**config.mk**
```make
export PLATFORM = sky130hd
export DESIGN_NAME = game_flow_ctrl
export DESIGN_NICKNAME = d
export VERILOG_FILES = /design/src/rtl/game_pkg.sv /design/src/rtl/frame_timer.sv /design/src/rtl/game_flow_ctrl.sv
export SDC_FILE = /design/constraint.sdc
export NUM_CORES = 1
export LEC_CHECK = 0
export CAP_MARGIN = 20
export CORE_UTILIZATION = 54
export CTS_CLUSTER_DIAMETER = 40
export CTS_CLUSTER_SIZE = 8
export DETAILED_ROUTE_END_ITERATION = 10
export GPL_TIMING_DRIVEN = 0
export PLACE_DENSITY = 0.84
export SKIP_LAST_GASP = 1
export SYNTH_ARGS = -nofsm -noshare
export SYNTH_HDL_FRONTEND = slang
export SYNTH_HIERARCHICAL = 1
export SYNTH_SLANG_ARGS = --single-unit
export TNS_END_PERCENT = 1
```
**constraint.sdc**
```tcl
create_clock -name clk -period 3.8 [get_ports clk]
set_input_delay 0.76 -clock clk [delete_from_list [all_inputs] [get_ports clk]]
set_output_delay 0.76 -clock clk [all_outputs]
set_load 0.02 [all_outputs]
```
**src/rtl/game_pkg.sv**
```systemverilog
// Shared types and default frame constants for the Asteroids game sequencer.
package game_pkg;

    typedef enum logic [2:0] {
        ATTRACT   = 3'd0,
        PLAY      = 3'd1,
        DYING     = 3'd2,
        RESPAWN   = 3'd3,
        GAME_OVER = 3'd4
    } game_state_t;

    localparam int unsigned FRAME_CNT_W         = 8;
    localparam int unsigned DYING_FRAMES_DEF    = 60;
    localparam int unsigned RESPAWN_FRAMES_DEF  = 90;
    localparam int unsigned GO_HOLD_FRAMES_DEF  = 120;
    localparam int unsigned BLINK_LOG2_DEF      = 3;
    localparam int unsigned LIVES_W_DEF         = 4;

endpackage

```
**src/rtl/frame_timer.sv**
```systemverilog
// 8-bit saturating frame counter; synchronous clear has priority over tick.
module frame_timer
    import game_pkg::*;
(
    input  logic                   clk,
    input  logic                   resetN,
    input  logic                   clr,
    input  logic                   tick,
    output logic [FRAME_CNT_W-1:0] cnt,
    output logic [FRAME_CNT_W-1:0] cnt_nxt_c
);

    always_comb begin
        cnt_nxt_c = cnt;
        if (clr) begin
            cnt_nxt_c = '0;
        end else if (tick && (cnt != '1)) begin
            cnt_nxt_c = cnt + FRAME_CNT_W'(1);
        end
    end

    always_ff @(posedge clk or negedge resetN) begin
        if (!resetN) begin
            cnt <= '0;
        end else begin
            cnt <= cnt_nxt_c;
        end
    end

endmodule

```
**src/rtl/game_flow_ctrl.sv**
```systemverilog
// Game phase sequencer: title zoom, play, death, respawn blink and game over,
// with registered sprite/control enables and one-cycle death/new-game pulses.
module game_flow_ctrl
    import game_pkg::*;
#(
    parameter int unsigned DYING_FRAMES   = DYING_FRAMES_DEF,
    parameter int unsigned RESPAWN_FRAMES = RESPAWN_FRAMES_DEF,
    parameter int unsigned GO_HOLD_FRAMES = GO_HOLD_FRAMES_DEF,
    parameter int unsigned BLINK_LOG2     = BLINK_LOG2_DEF,
    parameter int unsigned LIVES_W        = LIVES_W_DEF
) (
    input  logic               clk,
    input  logic               resetN,
    input  logic               frame_tick,
    input  logic               start_btn,
    input  logic               collision,
    input  logic [LIVES_W-1:0] lives,
    output logic [7:0]         title_scale,
    output logic               show_title,
    output logic               show_gameover,
    output logic               ship_visible,
    output logic               ship_ctrl_en,
    output logic               fire_en,
    output logic               die_pulse,
    output logic               new_game,
    output logic [2:0]         state
);

    game_state_t            state_q;
    game_state_t            state_nxt;
    logic                   start_d;
    logic                   start_edge;
    logic                   timer_clr;
    logic [FRAME_CNT_W-1:0] frame_cnt;
    logic [FRAME_CNT_W-1:0] frame_cnt_nxt;

    // Counter restarts from zero on every state entry.
    frame_timer u_frame_timer (
        .clk       (clk),
        .resetN    (resetN),
        .clr       (timer_clr),
        .tick      (frame_tick),
        .cnt       (frame_cnt),
        .cnt_nxt_c (frame_cnt_nxt)
    );

    // Next-state logic; timed exits fire on the tick that completes the Nth frame.
    always_comb begin
        state_nxt  = state_q;
        start_edge = start_btn & ~start_d;
        case (state_q)
            ATTRACT: begin
                if (start_edge) state_nxt = PLAY;
            end
            PLAY: begin
                if (collision) state_nxt = DYING;
            end
            DYING: begin
                if (frame_tick && (frame_cnt == FRAME_CNT_W'(DYING_FRAMES - 1))) begin
                    state_nxt = (lives == '0) ? GAME_OVER : RESPAWN;
                end
            end
            RESPAWN: begin
                if (frame_tick && (frame_cnt == FRAME_CNT_W'(RESPAWN_FRAMES - 1))) begin
                    state_nxt = PLAY;
                end
            end
            GAME_OVER: begin
                if (start_edge && (32'(frame_cnt) >= GO_HOLD_FRAMES)) state_nxt = ATTRACT;
            end
            default: state_nxt = ATTRACT;
        endcase
        timer_clr = (state_nxt != state_q);
    end

    // State and outputs registered together so enables line up with the new state.
    always_ff @(posedge clk or negedge resetN) begin
        if (!resetN) begin
            state_q       <= ATTRACT;
            start_d       <= 1'b0;
            title_scale   <= 8'd0;
            show_title    <= 1'b1;
            show_gameover <= 1'b0;
            ship_visible  <= 1'b0;
            ship_ctrl_en  <= 1'b0;
            fire_en       <= 1'b0;
            die_pulse     <= 1'b0;
            new_game      <= 1'b0;
        end else begin
            state_q       <= state_nxt;
            start_d       <= start_btn;
            title_scale   <= (state_nxt == ATTRACT) ? 8'(frame_cnt_nxt) : 8'd0;
            show_title    <= (state_nxt == ATTRACT);
            show_gameover <= (state_nxt == GAME_OVER);
            ship_visible  <= (state_nxt == PLAY) ||
                             ((state_nxt == RESPAWN) && !frame_cnt_nxt[BLINK_LOG2]);
            ship_ctrl_en  <= (state_nxt == PLAY) || (state_nxt == RESPAWN);
            fire_en       <= (state_nxt == PLAY) || (state_nxt == RESPAWN);
            die_pulse     <= (state_q == PLAY) && (state_nxt == DYING);
            new_game      <= (state_q == ATTRACT) && (state_nxt == PLAY);
        end
    end

    assign state = state_q;

endmodule

```
# --- Word-level counts from Yosys, hierarchy flattened ---
# Cells that the tools add are included.
op_classes:
  bitwise_logic: 2
  muxes: 10
  add_sub_neg: 1
  reduce_logical: 13
  n_eq_ne: 12
  n_lt_le_gt_ge: 1
ops:
  columns: ["operator", "n"]
  rows:
  - ["8-bit two-way mux", 3]
  - ["3-bit two-way mux", 6]
  - ["3-bit case mux with 5 select lines", 1]
  - ["3-bit by 2-bit == test with 1-bit output, second input constant", 4]
  - ["8-bit by 1-bit adder with 8-bit output, second input constant", 1]
  - ["8-bit by 6-bit == test with 1-bit output, second input constant", 1]
  - ["8-bit by 7-bit == test with 1-bit output, second input constant", 1]
  - ["8-bit by 7-bit greater-or-equal comparator with 1-bit output, second input constant", 1]
  - ["8-bit inequality test, second input constant", 1]
  - ["1-bit logical AND", 7]
  - ["3-bit by 1-bit == test with 1-bit output, second input constant", 2]
  - ["3-bit == test, second input constant", 2]
  - ["3-bit zero test", 2]
  - ["4-bit zero test", 1]
  - ["3-bit inequality test", 1]
  - ["1-bit logical OR", 2]
  - ["1-bit bitwise AND", 1]
  - ["1-bit zero test", 1]
  - ["1-bit inverter", 1]
word_totals:
  elab_cells: 49
  input_bits: 9
  ff_bits: 26

# --- Depth between registers and ports, before layout ---
logic_depth:
  word_depth: 10
  depth_mapped: 10

# --- By module ---
# The synthesis kept the hierarchy.
modules_own_cells:
  columns: ["mod", "area_each_um2", "n_inst", "cells_each"]
  rows:
  - ["game_flow_ctrl", 814.5, 1, 67]
  - ["frame_timer", 499.2, 1, 45]

# --- Worst setup path after synthesis ---
# Ideal clock, no wire load.
synth_path:
  path_type: "input to register"
  start: "input lives[1]"
  end: "register title_scale[5]"
  stages: 8
  path_slack_ns: 1.025
  setup_time_ns: 0.119
  n_path_buf: 1
  arrival_time_ns: 2.656
  cell_sequence: "or4_4 > nor4b_4 > o32ai_2 > o211ai_1 > dlymetal6s2s_1 > nor2b_1 > mux2_4 > and2_1"
synth_between:
  elab_chain_cells: 7
  word_cells_on_any_way: 8
  classes_between: "1 x eq/ne; 5 x mux; 2 x reduce/logical"
synth_rtl:
  columns: ["item", "line_no", "rtl"]
  rows:
  - ["start, declared", "game_flow_ctrl.sv:17", "input logic [LIVES_W-1:0] lives,"]
  - ["4-bit zero test", "game_flow_ctrl.sv:60", "state_nxt = (lives == '0) ? GAME_OVER : RESPAWN;"]
  - ["3-bit two-way mux", "game_flow_ctrl.sv:60", null]
  - ["3-bit two-way mux", "game_flow_ctrl.sv:59", "if (frame_tick && (frame_cnt == FRAME_CNT_W'(DYING_FRAMES - 1))) begin"]
  - ["3-bit case mux with 5 select lines", "game_flow_ctrl.sv:51", "case (state_q)"]
  - ["named net state_nxt[1]", "game_flow_ctrl.sv:30", "game_state_t state_nxt;"]
  - ["3-bit inequality test", "game_flow_ctrl.sv:73", "timer_clr = (state_nxt != state_q);"]
  - ["named net timer_clr", "game_flow_ctrl.sv:33", "logic timer_clr;"]
  - ["8-bit two-way mux", "frame_timer.sv:15", "if (clr) begin"]
  - ["named net frame_cnt_nxt[5]", "game_flow_ctrl.sv:35", "logic [FRAME_CNT_W-1:0] frame_cnt_nxt;"]
  - ["8-bit two-way mux", "game_flow_ctrl.sv:92", "title_scale <= (state_nxt == ATTRACT) ? 8'(frame_cnt_nxt) : 8'd0;"]
  - ["end signal, assigned", "game_flow_ctrl.sv:92", null]
  - ["end, declared", "game_flow_ctrl.sv:18", "output logic [7:0] title_scale,"]
# The timed path passes the listed nets, and every way through them passes these cells.

# --- Final worst setup path ---
# Same ends and word-level chain as after synthesis.

==> out/qor.yml <==
timing:
  finalMaxSlewViolations: 0
  tightest_slew_ns: 0.514
  period_needed_ns: 3.07
  fin_skew_ns: 0.00647
  rsz0062_at_grt: "false"
  finalHoldViolCount: 0
  holdWs_ns: 0.596
  max_freq_mhz: 325
  fin_crit_sh: 0.809
  setup_viol: 0
  setup_tns_ns: 0
  slew_headroom: 0.656
routing:
  drc: 0
  drt_iter0_markers: 36
  postRouteAntennaNets: 0
  wire_per_inst_um: 14.6
  vias: 1011
  wl_mm: 2.50
  first_pass_iters: 4
  avgViaCountPerCell: 5.91
status:
  status: "complete, no violations"
pwr:
  swShare: 0.340
  power_leakage_nw: 0.718
  power_frac_clock: 0.202
  p_sw_mw: 0.317
  vdd_ir_drop_max_uv: 355
  powerDensity_nw_per_um2: 553
  p_seq_frac: 0.385
  pwr-share-comb: 0.412
  p_int_mw: 0.616
setup_path:
  critical-path-max-stage-delay_ns: 0.59
  crit_fanout: 10
  path_buf_inv: 2
  critPathArrivalTime_ns: 3.30
  worstPathCellList: "clkdlybuf4s50_1 -> or4_4 -> nor4b_4 -> o32ai_2 -> o211ai_1 -> dlymetal6s2s_1 -> nor2b_1 -> mux2_4 -> and2_1"
  path_class: "in2reg"
  timing.rr.start: "u_frame_timer/cnt[5]"
  cp_slowest_cell: "or4_4"
  critPathRequiredTime_ns: 4.03
  timing.rr.end: "title_scale[5]"
  rrSetupSlack_ns: 1.22
  reg2regPathDepth: 8
  startpoint_type: "input pin"
  crit_path_end_kind: "flop"
  crit_family: "simple AND/OR/NAND/NOR gates"
global_route:
  grt_max_degree: 19
  track_usage: 0.232
  grt_pass1_vias: 937
  grt_antenna_before_repair: 0
  grt.overflow.total: 0
  grt_first_pass_wirelength_mm: 4.37
hold_path:
  hold_start: "start_d"
  whs_path_depth: 2
  worstHoldEndpoint: "new_game"
  hold_path.class: "reg2reg"
cts:
  htree_levels: 1
  numCtsBuffers: 3
  post_cts_resized: 0
  post_cts_buffers: 0
  cts.sink_count: 26
  path_clk_slew_ns: 0.14
  cts_buffer_depth: 2
  cts_tree: "done"
  cts_root_buffer: "clkbuf_4"
  cts_hold_buf: 0
  clk_latency_ns: 0.32
yosys:
  avgSynthCellArea_sq_um: 11.7
  syn_area_sq_um: 1310
  ys_warn_count: 6
  synth_fp_nets: 122
  syn-instance-count: 112
  synth.distinct_cells: 46
  ys.flop_type: "dfrtp_1"
  synth_edf_count: 0
  async_reset_ff_frac: 1.00
  ys_ff_latch: 26
  synth_seq_area_share: 0.496
floorplan:
  core_area_sq_um: 2250
  ioPinCount: 27
  dieArea_sq_um: 2630
  start_util: 0.583
  num_rows: 17
  die_y_um: 51.3
  die_w_um: 51.3
placed_design:
  place_hpwl_mm: 1.90
  dp_cells: 167
  finalWeightedCongestion: 0.872
  io_buffers: 26
layout:
  final_cell_count_no_fill: 171
  utilization: 0.749
  multiInputGateArea_sq_um: 607
  fillers: 154
  syn_to_final_growth_pct: 28.6
  nets: 154
  register_area_sq_um: 652
  num_antenna_cells: 0
  drive_above_1_share: 0.161
flow_run:
  cap_viol_max_count: 0
==> cells by family after synthesis <==
kind of cell             share of synthesized area
AND/OR/NAND/NOR                              0.280
AO/OA/AOI/OAI                                0.142
flip-flops                                   0.496
adder cells (fa/ha/maj)                    0.00952
multiplexers                                0.0305
buffers and inverters                       0.0419
==> worst max path at each step <==
stage,start,to,slack (ns),cells past startpoint
after floorplan,lives[1],title_scale[5],1.03,8
after global placement,lives[1],title_scale[5],0.43,9
after detailed placement,lives[1],title_scale[0],0.37,9
after CTS,lives[1],title_scale[0],0.72,9
after global routing,lives[1],title_scale[0],0.56,9
final,lives[1],title_scale[5],0.73,9
==> stage by stage <==
| stage | setup WS (ns) | total power, mW | area, sq um |
|---|---|---|---|
| after floorplan | 1.03 | 0.609 | 1310 |
| after global placement | 0.432 | 0.737 | 1610 |
| after detailed placement | 0.368 | 0.752 | 1640 |
| after CTS | 0.723 | 0.942 | 1690 |
| after global routing | 0.559 | 0.993 | 1690 |
| final | 0.725 | 0.933 | 1690 |
==> metal layers <==
| layer | GRT usage | up-vias | wire length, um |
|---|---|---|---|
| met5 | 0 | - | 0 |
| met2 | 0.340 | 38 | 1180 |
| met1 | 0.322 | 481 | 1150 |
| met3 | 0.0417 | 6 | 115 |
| li1 | - | 486 | - |
| met4 | 0.131 | 0 | 51 |
==> power by group through the flow <==
stage | clock [mW] | combinational [mW] | sequential, mW
after floorplan | 0 | 0.200 | 0.408
after global placement | 0 | 0.372 | 0.365
after detailed placement | 0 | 0.387 | 0.365
after CTS | 0.194 | 0.389 | 0.359
after global routing | 0.204 | 0.422 | 0.367
final | 0.189 | 0.385 | 0.360
==> cell usage in the layout, fill, tap and decap left out, types with 3 or more instances in the layout <==
master	synthesis	layout
clkdlybuf4s50_1	0	26
a21oi_1	5	5
nor3_1	3	3
clkbuf_4	0	3
nand2_1	3	3
o22ai_1	4	4
nand2b_1	4	4
and2_1	10	10
nor2b_1	3	3
inv_1	3	3
nor2_1	7	7
a211oi_1	3	3
dfrtp_1	25	25
==> worst register-to-register path: stages, from the launching register on <==
cell	delay, ns
dfrtp_1	0.50
or4bb_1	0.53
nor3_1	0.21
o32ai_2	0.18
o211ai_1	0.25
dlymetal6s2s_1	0.34
nor2b_1	0.08
mux2_4	0.28
and2_1	0.13
==> flip-flops by register name, summed over array words and instances, names as in the netlist <==
register           flops
die_pulse              1
new_game               1
show_gameover          1
start_d                1
ship_visible           1
title_scale            8
state                  3
fire_en                1
show_title             1
u_frame_timer/cnt      8
==> area by class of cell <==
class	count	area share
clock buffers	3	0.0133
multi-input cells	78	0.359
repair buffers	27	0.170
well taps	28	0.0207
plain buffers	5	0.0259
inverters	3	0.00667
flip-flops and latches	26	0.386
clock inverters	1	0.0178
==> synth_stat cells, types with 2 or more instances <==
cell / count / share of area
nor4b_1: 2 / 0.013
nand3_1: 2 / 0.0076
nand2_1: 3 / 0.0086
o22ai_1: 4 / 0.019
and2_1: 10 / 0.048
and3_1: 2 / 0.0095
nand2b_1: 4 / 0.019
a211oi_1: 3 / 0.017
mux2_4: 2 / 0.023
nor2b_1: 3 / 0.014
nor3_1: 3 / 0.011
buf_4: 2 / 0.011
o21ai_0: 2 / 0.0076
a311oi_1: 2 / 0.013
nor2_1: 7 / 0.020
a21oi_1: 5 / 0.019
dfrtp_1: 25 / 0.48
inv_1: 3 / 0.0086
Power figures use the tool's default switching activity.
